[src/rtl/pc.sv]
// Program-counter register for the instruction-fetch stage.
// Holds the address of the instruction being fetched and loads the
// upstream-computed next PC on each enabled rising clock edge.
//
// Ports:
//   i_clk     system clock, rising-edge active
//   i_reset   asynchronous active-high reset; forces o_pc to RESET_PC
//   i_enable  load enable (1 = load i_pc at next edge, 0 = hold/stall)
//   i_pc      next-PC value, loaded bit-for-bit
//   o_pc      current PC, driven directly from the register
module pc #(
    parameter int unsigned     PC_SZ    = 32,
    parameter logic [PC_SZ-1:0] RESET_PC = '0
) (
    input  logic             i_clk,
    input  logic             i_reset,
    input  logic             i_enable,
    input  logic [PC_SZ-1:0] i_pc,
    output logic [PC_SZ-1:0] o_pc
);

    logic [PC_SZ-1:0] pc_q;

    // PC register: reset dominates, a deasserted enable freezes fetch
    always_ff @(posedge i_clk or posedge i_reset) begin
        if (i_reset) begin
            pc_q <= RESET_PC;
        end else if (i_enable) begin
            pc_q <= i_pc;
        end
    end

    assign o_pc = pc_q;

endmodule

[config.mk]
export PLATFORM = sky130hd
export DESIGN_NAME = pc
export DESIGN_NICKNAME = d
export VERILOG_FILES = /design/src/rtl/pc.sv
export SDC_FILE = /design/constraint.sdc
export NUM_CORES = 1
export LEC_CHECK = 0
export BUFFER_PORTS_ARGS = -buffer_cell sky130_fd_sc_hd__buf_4
export CAP_MARGIN = 10
export CORE_ASPECT_RATIO = 0.7
export CORE_UTILIZATION = 40
export CTS_BUF_LIST = sky130_fd_sc_hd__clkbuf_2
export CTS_CLUSTER_SIZE = 24
export DETAILED_ROUTE_END_ITERATION = 10
export GPL_TIMING_DRIVEN = 1
export PLACE_DENSITY = 0.79
export SYNTH_ARGS = -nofsm -noshare
export SYNTH_HDL_FRONTEND = slang
export SYNTH_SLANG_ARGS = --single-unit
[constraint.sdc]
create_clock -name i_clk -period 0.9 [get_ports i_clk]
set_clock_uncertainty 0.05 [all_clocks]
set_input_delay 0.135 -clock i_clk [delete_from_list [all_inputs] [get_ports i_clk]]
set_output_delay 0.135 -clock i_clk [all_outputs]
set_load 0.02 [all_outputs]
# --- Yosys cells after proc, flatten, opt, wreduce, memory -nomap -nowiden ---
# Cells that the tools add are included.
word_totals:
  input_bits: 35
  word_cells: 1
  out_inout_bits: 32
  register_bits: 32

# --- Logic depth before layout (Yosys ltp) ---
# Gate-level depths: netlist of the first run.
logic_depth:
  word_depth: 0
  depth_mapped: 3
  ltp_nobuf: 1

# --- Least setup slack after synthesis of the first run ---
# Ideal clock, no wire load.
synth_timing:
  path_kind: "register to register"
  from: "register o_pc[0] (netlist name)"
  to: "register pc_q[0], in the netlist o_pc[0]"
  setup_slack_ns: 0.015
  setup_ns: 0.125
  period_less_slack_ns: 0.885
  arrival_time_ns: 0.710
  path_buffers: 0
  path_stages_with_launch: 2
  path_cell_list: "dfrtp_1 > mux2_4"
synth_lines:
  columns: ["element", "line", "text"]
  rows:
  - ["to (signal assigned)", "29", "pc_q <= i_pc;"]
  - ["to (decl)", "22", "logic [PC_SZ-1:0] pc_q;"]

# --- Worst setup path in the final report of the first run ---
layout_timing:
  from: "register pc_q[0], in the netlist o_pc[0]"
  to: "output port o_pc[0]"
layout_lines:
  columns: ["element", "line", "text"]
  rows:
  - ["to (decl)", "19", "output logic [PC_SZ-1:0] o_pc"]
# No word-level cell between the ends.

==> results of run 1 <==
power by group through the flow:
stage | Combinational (mW) | Clock [mW] | Sequential, mW
after CTS | 1.24 | 0.693 | 1.69
after detailed placement | 0.899 | 0 | 1.69
after floorplan | 0.316 | 0 | 1.86
after global routing | 1.40 | 0.762 | 1.72
after global placement | 0.873 | 0 | 1.69
final | 1.33 | 0.663 | 1.70
layout by cell type (no fill, tap or decap):
master	synthesis	final
buf_12	3	4
buf_4	0	47
buf_6	1	46
clkbuf_2	0	7
clkinv_1	0	1
dfrtp_1	32	32
dlygate4sd3_1	0	33
inv_1	1	1
mux2_2	2	1
mux2_4	30	31
per-stage QoR:
| step | TNS (ps) | total power [mW] | hold slack (ps) | utilization, % | instance area [sq um] |
|---|---|---|---|---|---|
| after floorplan | 0 | 2.18 | 201 | - | 1350 |
| after global placement | -263 | 2.56 | 155 | 59.8 | 1910 |
| after detailed placement | -837 | 2.59 | 157 | 59.8 | 1910 |
| after CTS | -8430 | 3.63 | 44.9 | 80.1 | 2550 |
| after global routing | -10730 | 3.88 | 33.6 | 83.0 | 2650 |
| final | -8120 | 3.70 | 76.2 | 83.0 | 2650 |
how the worst min path moves through the flow:
stage,from,slack (ps),to
2_1_floorplan,i_reset,200,o_pc[0]
3_3_place_gp,i_reset,150,o_pc[19]
3_5_place_dp,i_reset,160,o_pc[15]
4_1_cts,i_enable,40,o_pc[11]
5_1_grt,i_enable,30,o_pc[11]
6_report,i_enable,80,o_pc[11]
logic make-up (layout without fill, tap and decap cells):
family / after synthesis / count (layout) / synth area share (%)
flip-flops: 32 / 32 / 59.4
buffers and inverters: 5 / 139 / 5.57
multiplexers: 32 / 32 / 35.1
repair_timing:
action | in CTS | in global routing
endpoints found under the hold margin | 64 | 0
resized for setup | 32 | 15
gates cloned | 0 | 0
setup buffers | 21 | 17
hold buffers | 33 | 0
endpoints found under the setup margin | 32 | 53
metal layers:
metal	routed length, microns	share of wire (%)
met5	0	0
met4	40	1.1
met3	209	5.5
met2	2150	57
met1	1370	36
layout make-up:
type / instances / area, sq um / area share, %
well taps: 38 / 47.5 / 1.79
inverters: 1 / 3.75 / 0.142
clock inverters: 1 / 3.75 / 0.142
flip-flops and latches: 32 / 801 / 30.2
clock buffers: 7 / 35.0 / 1.32
repair buffers: 130 / 1280 / 48.4
multi-input cells: 32 / 477 / 18.0
==> impl_metrics.json, run 1 <==
{
  "status": "finished, violations left",
  "violations": "design-rule violations, negative setup slack",
  "setup-violations-final": 58,
  "grt_max_degree": 25,
  "cp_slowest_stage_delay_ps": 430,
  "routed_wl_microns": 3770,
  "stdcell_count": 241,
  "crit_arrival_ps": 940,
  "grt_overflow": 0,
  "max-clock-path-buffers": 2,
  "cp_cell_sequence": "buf_6",
  "ys_ff_latch": 32,
  "cp_max_fo": 2,
  "synth.avg_cell_area_sq_um": 19.5,
  "grt_first_pass_wirelength_microns": 5830,
  "cts_tree": "done",
  "ys_seq_area_share_pct": 59.4,
  "cp.depth": 1,
  "via_count": 1073,
  "globalplace.congestion": 0.635,
  "crit_path_top_delay_cell": "dfrtp_1",
  "viasPerCell": 4.45,
  "io_pins": 67,
  "rsz0062_at_grt": "yes",
  "relSlewSlack_pct": 89.9,
  "p_switching_mw": 1.04,
  "synth_cell_types": 6,
  "firstDrtPassIters": 7,
  "wl_per_cell_microns": 15.6,
  "hold_class": "in -> reg",
  "crit_family": "flip-flops",
  "cp-end-kind": "primary output",
  "p_clk_share_pct": 17.9,
  "rrSetupSlack_ps": -80,
  "clock.fmax_mhz": 891,
  "yosys.cell_count.top_type": "dfrtp_1",
  "largest_reg_flops": 32,
  "synthCells": 69,
  "post-route-period-util_pct": 125,
  "drive_gt1_share_pct": 67.0,
  "synth_top_cell_area_share_pct": 59.4,
  "n_antenna_cell": 0,
  "drv_slew": 0,
  "powerDensity_nw_per_um2": 1400,
  "reg2reg_to": "o_pc[0]",
  "critPathLaunch": "o_pc[0]",
  "drt-initial-drc-count": 20,
  "placed_cells": 174,
  "antenna_found_initial": 0,
  "rr_worst_depth": 2,
  "pre_cts_ws_ps": -43.3,
  "netSwitchingFraction_pct": 28.1,
  "clk_pin_slew_worst_paths_ps": 150,
  "synth_flop_cell": "dfrtp_1",
  "fin_crit_ps": 1120,
  "grt.busiest_layer": "met2",
  "die_h_microns": 50.6,
  "grt_util_met2_pct": 45.7,
  "yosys.area.top_type": "dfrtp_1",
  "post-dp-hpwl_microns": 2050,
  "area_growth_syn_to_layout_pct": 96.4,
  "io_buffers": 66,
  "crit_required_ps": 710,
  "drc": 4,
  "ys_top_cells_by_count": "32 x dfrtp_1, 30 x mux2_4, 3 x buf_12",
  "htreeDepth": 2,
  "p_leak_nw": 1.35,
  "p_seq_share_pct": 46.1,
  "grt_pass1_vias": 1209,
  "peakVddDrop_v": 0.000939,
  "synth-async-reset-ratio_pct": 100,
  "grt_use_met1_pct": 21.9,
  "synth_enable_flop_cells": 0,
  "start_util_pct": 42.3,
  "die_area_sq_um": 3610,
  "path_class": "reg -> out",
  "fin_ws_ps": -222,
  "rows": 17,
  "worstMarginPinSlew_ps": 152,
  "path_buf_inv": 1,
  "cts_sinks": 32,
  "synth.net_count": 104,
  "critPathLaunchType": "register",
  "comb_power_share_pct": 35.9,
  "reg2reg_from": "o_pc[0]",
  "cts_root_buf": "clkbuf_2",
  "syn-cell-area_sq_um": 1350,
  "maxCapViolCount": 0,
  "crit_end": "o_pc[0]",
  "grt_use_total_pct": 23.0,
  "hold_viol_final": 0,
  "core_area_sq_um": 3190,
  "ys_top_cells_by_area": "dfrtp_1 59%, mux2_4 33%, buf_12 4.5%, mux2_2 1.7%, buf_6 0.83%",
  "antenna_left": 0,
  "cts_made_buffers": 5,
  "grt_use_met3_pct": 6.63,
  "yosys_warnings": 0,
  "hold_depth": 2,
  "fill_cells": 179,
  "final_nets": 237,
  "clkLatencyLatePin_ps": 360,
  "p_int_mw": 2.66,
  "dieWidth_microns": 71.4
}
Note: power is estimated with default switching activity, not from simulation.
==> inputs of run 2 (changes only) <==
--- a/config.mk
+++ b/config.mk
@@ -13,6 +13,7 @@
 export CTS_CLUSTER_SIZE = 24
 export DETAILED_ROUTE_END_ITERATION = 10
 export GPL_TIMING_DRIVEN = 1
+export MAX_ROUTING_LAYER = met4
 export PLACE_DENSITY = 0.79
 export SYNTH_ARGS = -nofsm -noshare
 export SYNTH_HDL_FRONTEND = slang
==> run 2 against run 1 <==
Against the previous run: the flow still finishes with violations (design-rule violations, negative setup slack); final area stayed put; power hardly changed; critical endpoint unchanged; clock power hardly changed; die area stayed put; global-route usage is 0.56 points higher; largest power group unchanged; sequential share of layout area stayed put; sequential power hardly changed; non-clock buffer count stayed put; critical path depth stayed put; clock-buffer cell count stayed put.
==> impl_metrics.json, run 2 (synthesis results as in run 1) <==
{
  "cts_made_buffers": 5,
  "multi_input_area_sq_um": 477,
  "p_int_mw": 2.66,
  "largest_reg_flops": 32,
  "area_growth_syn_to_layout_pct": 96.4,
  "max-clock-path-buffers": 2,
  "antenna_found_initial": 0,
  "cts_sinks": 32,
  "antenna_left": 0,
  "status": "finished, violations left",
  "violations": "design-rule violations, negative setup slack",
  "hold_viol_final": 0,
  "min_to": "o_pc[11]",
  "cp_slowest_stage_delay_ps": 430,
  "powerDensity_nw_per_um2": 1400,
  "critPathLaunchType": "register",
  "die_h_microns": 50.6,
  "final_cell_mix": "47 x buf_4, 46 x buf_6, 33 x dlygate4sd3_1",
  "rr_worst_depth": 2,
  "crit_path_top_delay_cell": "dfrtp_1",
  "crit_required_ps": 710,
  "grt_use_total_pct": 23.5,
  "path_buf_inv": 1,
  "reg2reg_from": "o_pc[0]",
  "htreeDepth": 2,
  "drt-initial-drc-count": 27,
  "p_switching_mw": 1.04,
  "placed_cell_area_sq_um": 1910,
  "post-route-cell-area_sq_um": 2650,
  "grt_first_pass_wirelength_microns": 5810,
  "p_leak_nw": 1.35,
  "comb_power_share_pct": 35.9,
  "dieWidth_microns": 71.4,
  "drive_gt1_share_pct": 67.0,
  "rows": 17,
  "worstMarginPinSlew_ps": 152,
  "clk_pin_slew_worst_paths_ps": 150,
  "clkLatencyLatePin_ps": 360,
  "grt_max_degree": 25,
  "final_nets": 237,
  "rsz0062_at_grt": "yes",
  "relSlewSlack_pct": 89.8,
  "p_clk_share_pct": 17.9,
  "globalplace.congestion": 0.640,
  "routed_wl_microns": 3750,
  "crit_family": "flip-flops",
  "layout_commonest_cell": "buf_4",
  "start_util_pct": 42.3,
  "core_area_sq_um": 3190,
  "fin_crit_ps": 1120,
  "clock.fmax_mhz": 891,
  "grt_pass1_vias": 1220,
  "reg2reg_to": "o_pc[0]",
  "fin_ws_ps": -222,
  "peakVddDrop_v": 0.000938,
  "viasPerCell": 4.46,
  "n_antenna_cell": 0,
  "cp-end-kind": "primary output",
  "hold_class": "in -> reg",
  "crit_arrival_ps": 940,
  "critPathLaunch": "o_pc[0]",
  "drc": 4,
  "maxCapViolCount": 0,
  "via_count": 1076,
  "firstDrtPassIters": 7,
  "finalPower_mw": 3.70,
  "cts_tree": "done",
  "post-route-period-util_pct": 125,
  "cts_root_buf": "clkbuf_2",
  "p_seq_share_pct": 46.1,
  "netSwitchingFraction_pct": 28.0,
  "hp-start": "i_enable",
  "io_pins": 67,
  "rrSetupSlack_ps": -80,
  "path_class": "reg -> out",
  "seq_area_sq_um": 801,
  "cp_max_fo": 2,
  "grt_overflow": 0,
  "die_area_sq_um": 3610,
  "wl_per_cell_microns": 15.6,
  "cp_cell_sequence": "buf_6",
  "post-dp-hpwl_microns": 2050,
  "drv_slew": 0,
  "setup-violations-final": 58,
  "io_buffers": 66,
  "fill_cells": 179,
  "hold_depth": 2
}
run 2: cell counts in the layout (fill, tap and decap cells not counted):
Identical to the previous run, type by type.
run 2: what timing repair did:
| item | in CTS | in global routing |
|---|---|---|
| setup buffers | 21 | 17 |
| hold buffers | 33 | 0 |
| gates cloned | 0 | 0 |
| endpoints found under the setup margin | 32 | 53 |
| pin swaps | 0 | 0 |
| hold endpoints to repair | 64 | 0 |
| gates resized for setup | 32 | 15 |
run 2: worst max path at each step:
| stage | end | slack [ps] | depth (start not counted) |
|---|---|---|---|
| final | o_pc[0] | -220 | 1 |
| after detailed placement | o_pc[31] | -40 | 3 |
| after global routing | o_pc[26] | -290 | 1 |
| after global placement | o_pc[23] | -20 | 3 |
| after CTS | o_pc[26] | -240 | 1 |
| after floorplan | o_pc[0] | 20 | 1 |
run 2: per-stage QoR:
| stage | setup TNS, ps | worst slack, ps | cells | utilization, % | hold slack [ps] |
|---|---|---|---|---|---|
| 2_1_floorplan | 0 | 15.3 | 69 | - | 201 |
| 6_report | -8130 | -222 | 241 | 83.0 | 75.9 |
| 5_1_grt | -10730 | -288 | 241 | 83.0 | 33.6 |
| 3_3_place_gp | -263 | -16.0 | 174 | 59.8 | 155 |
| 4_1_cts | -8430 | -244 | 236 | 80.1 | 44.9 |
| 3_5_place_dp | -837 | -43.3 | 174 | 59.8 | 157 |
run 2: power by group through the flow:
stage / combinational [mW] / sequential (mW) / clock [mW]
2_1_floorplan: 0.316 / 1.86 / 0
3_3_place_gp: 0.873 / 1.69 / 0
3_5_place_dp: 0.899 / 1.69 / 0
4_1_cts: 1.24 / 1.69 / 0.693
5_1_grt: 1.40 / 1.72 / 0.762
6_report: 1.33 / 1.70 / 0.663
run 2: layout make-up:
class                           count  share of cell area [%]
Tap cell                           38                    1.79
Sequential cell                    32                    30.2
Inverter                            1                   0.142
Clock inverter                      1                   0.142
Multi-Input combinational cell     32                    18.0
Clock buffer                        7                    1.32
Timing Repair Buffer              130                    48.4
run 2: routing by layer:
layer,track usage [%],wire [microns],up-vias
li1,-,-,501
met1,21.9,1360,525
met2,45.9,2130,42
met3,6.02,204,8
met4,10.0,56,0
met5,-,0,-
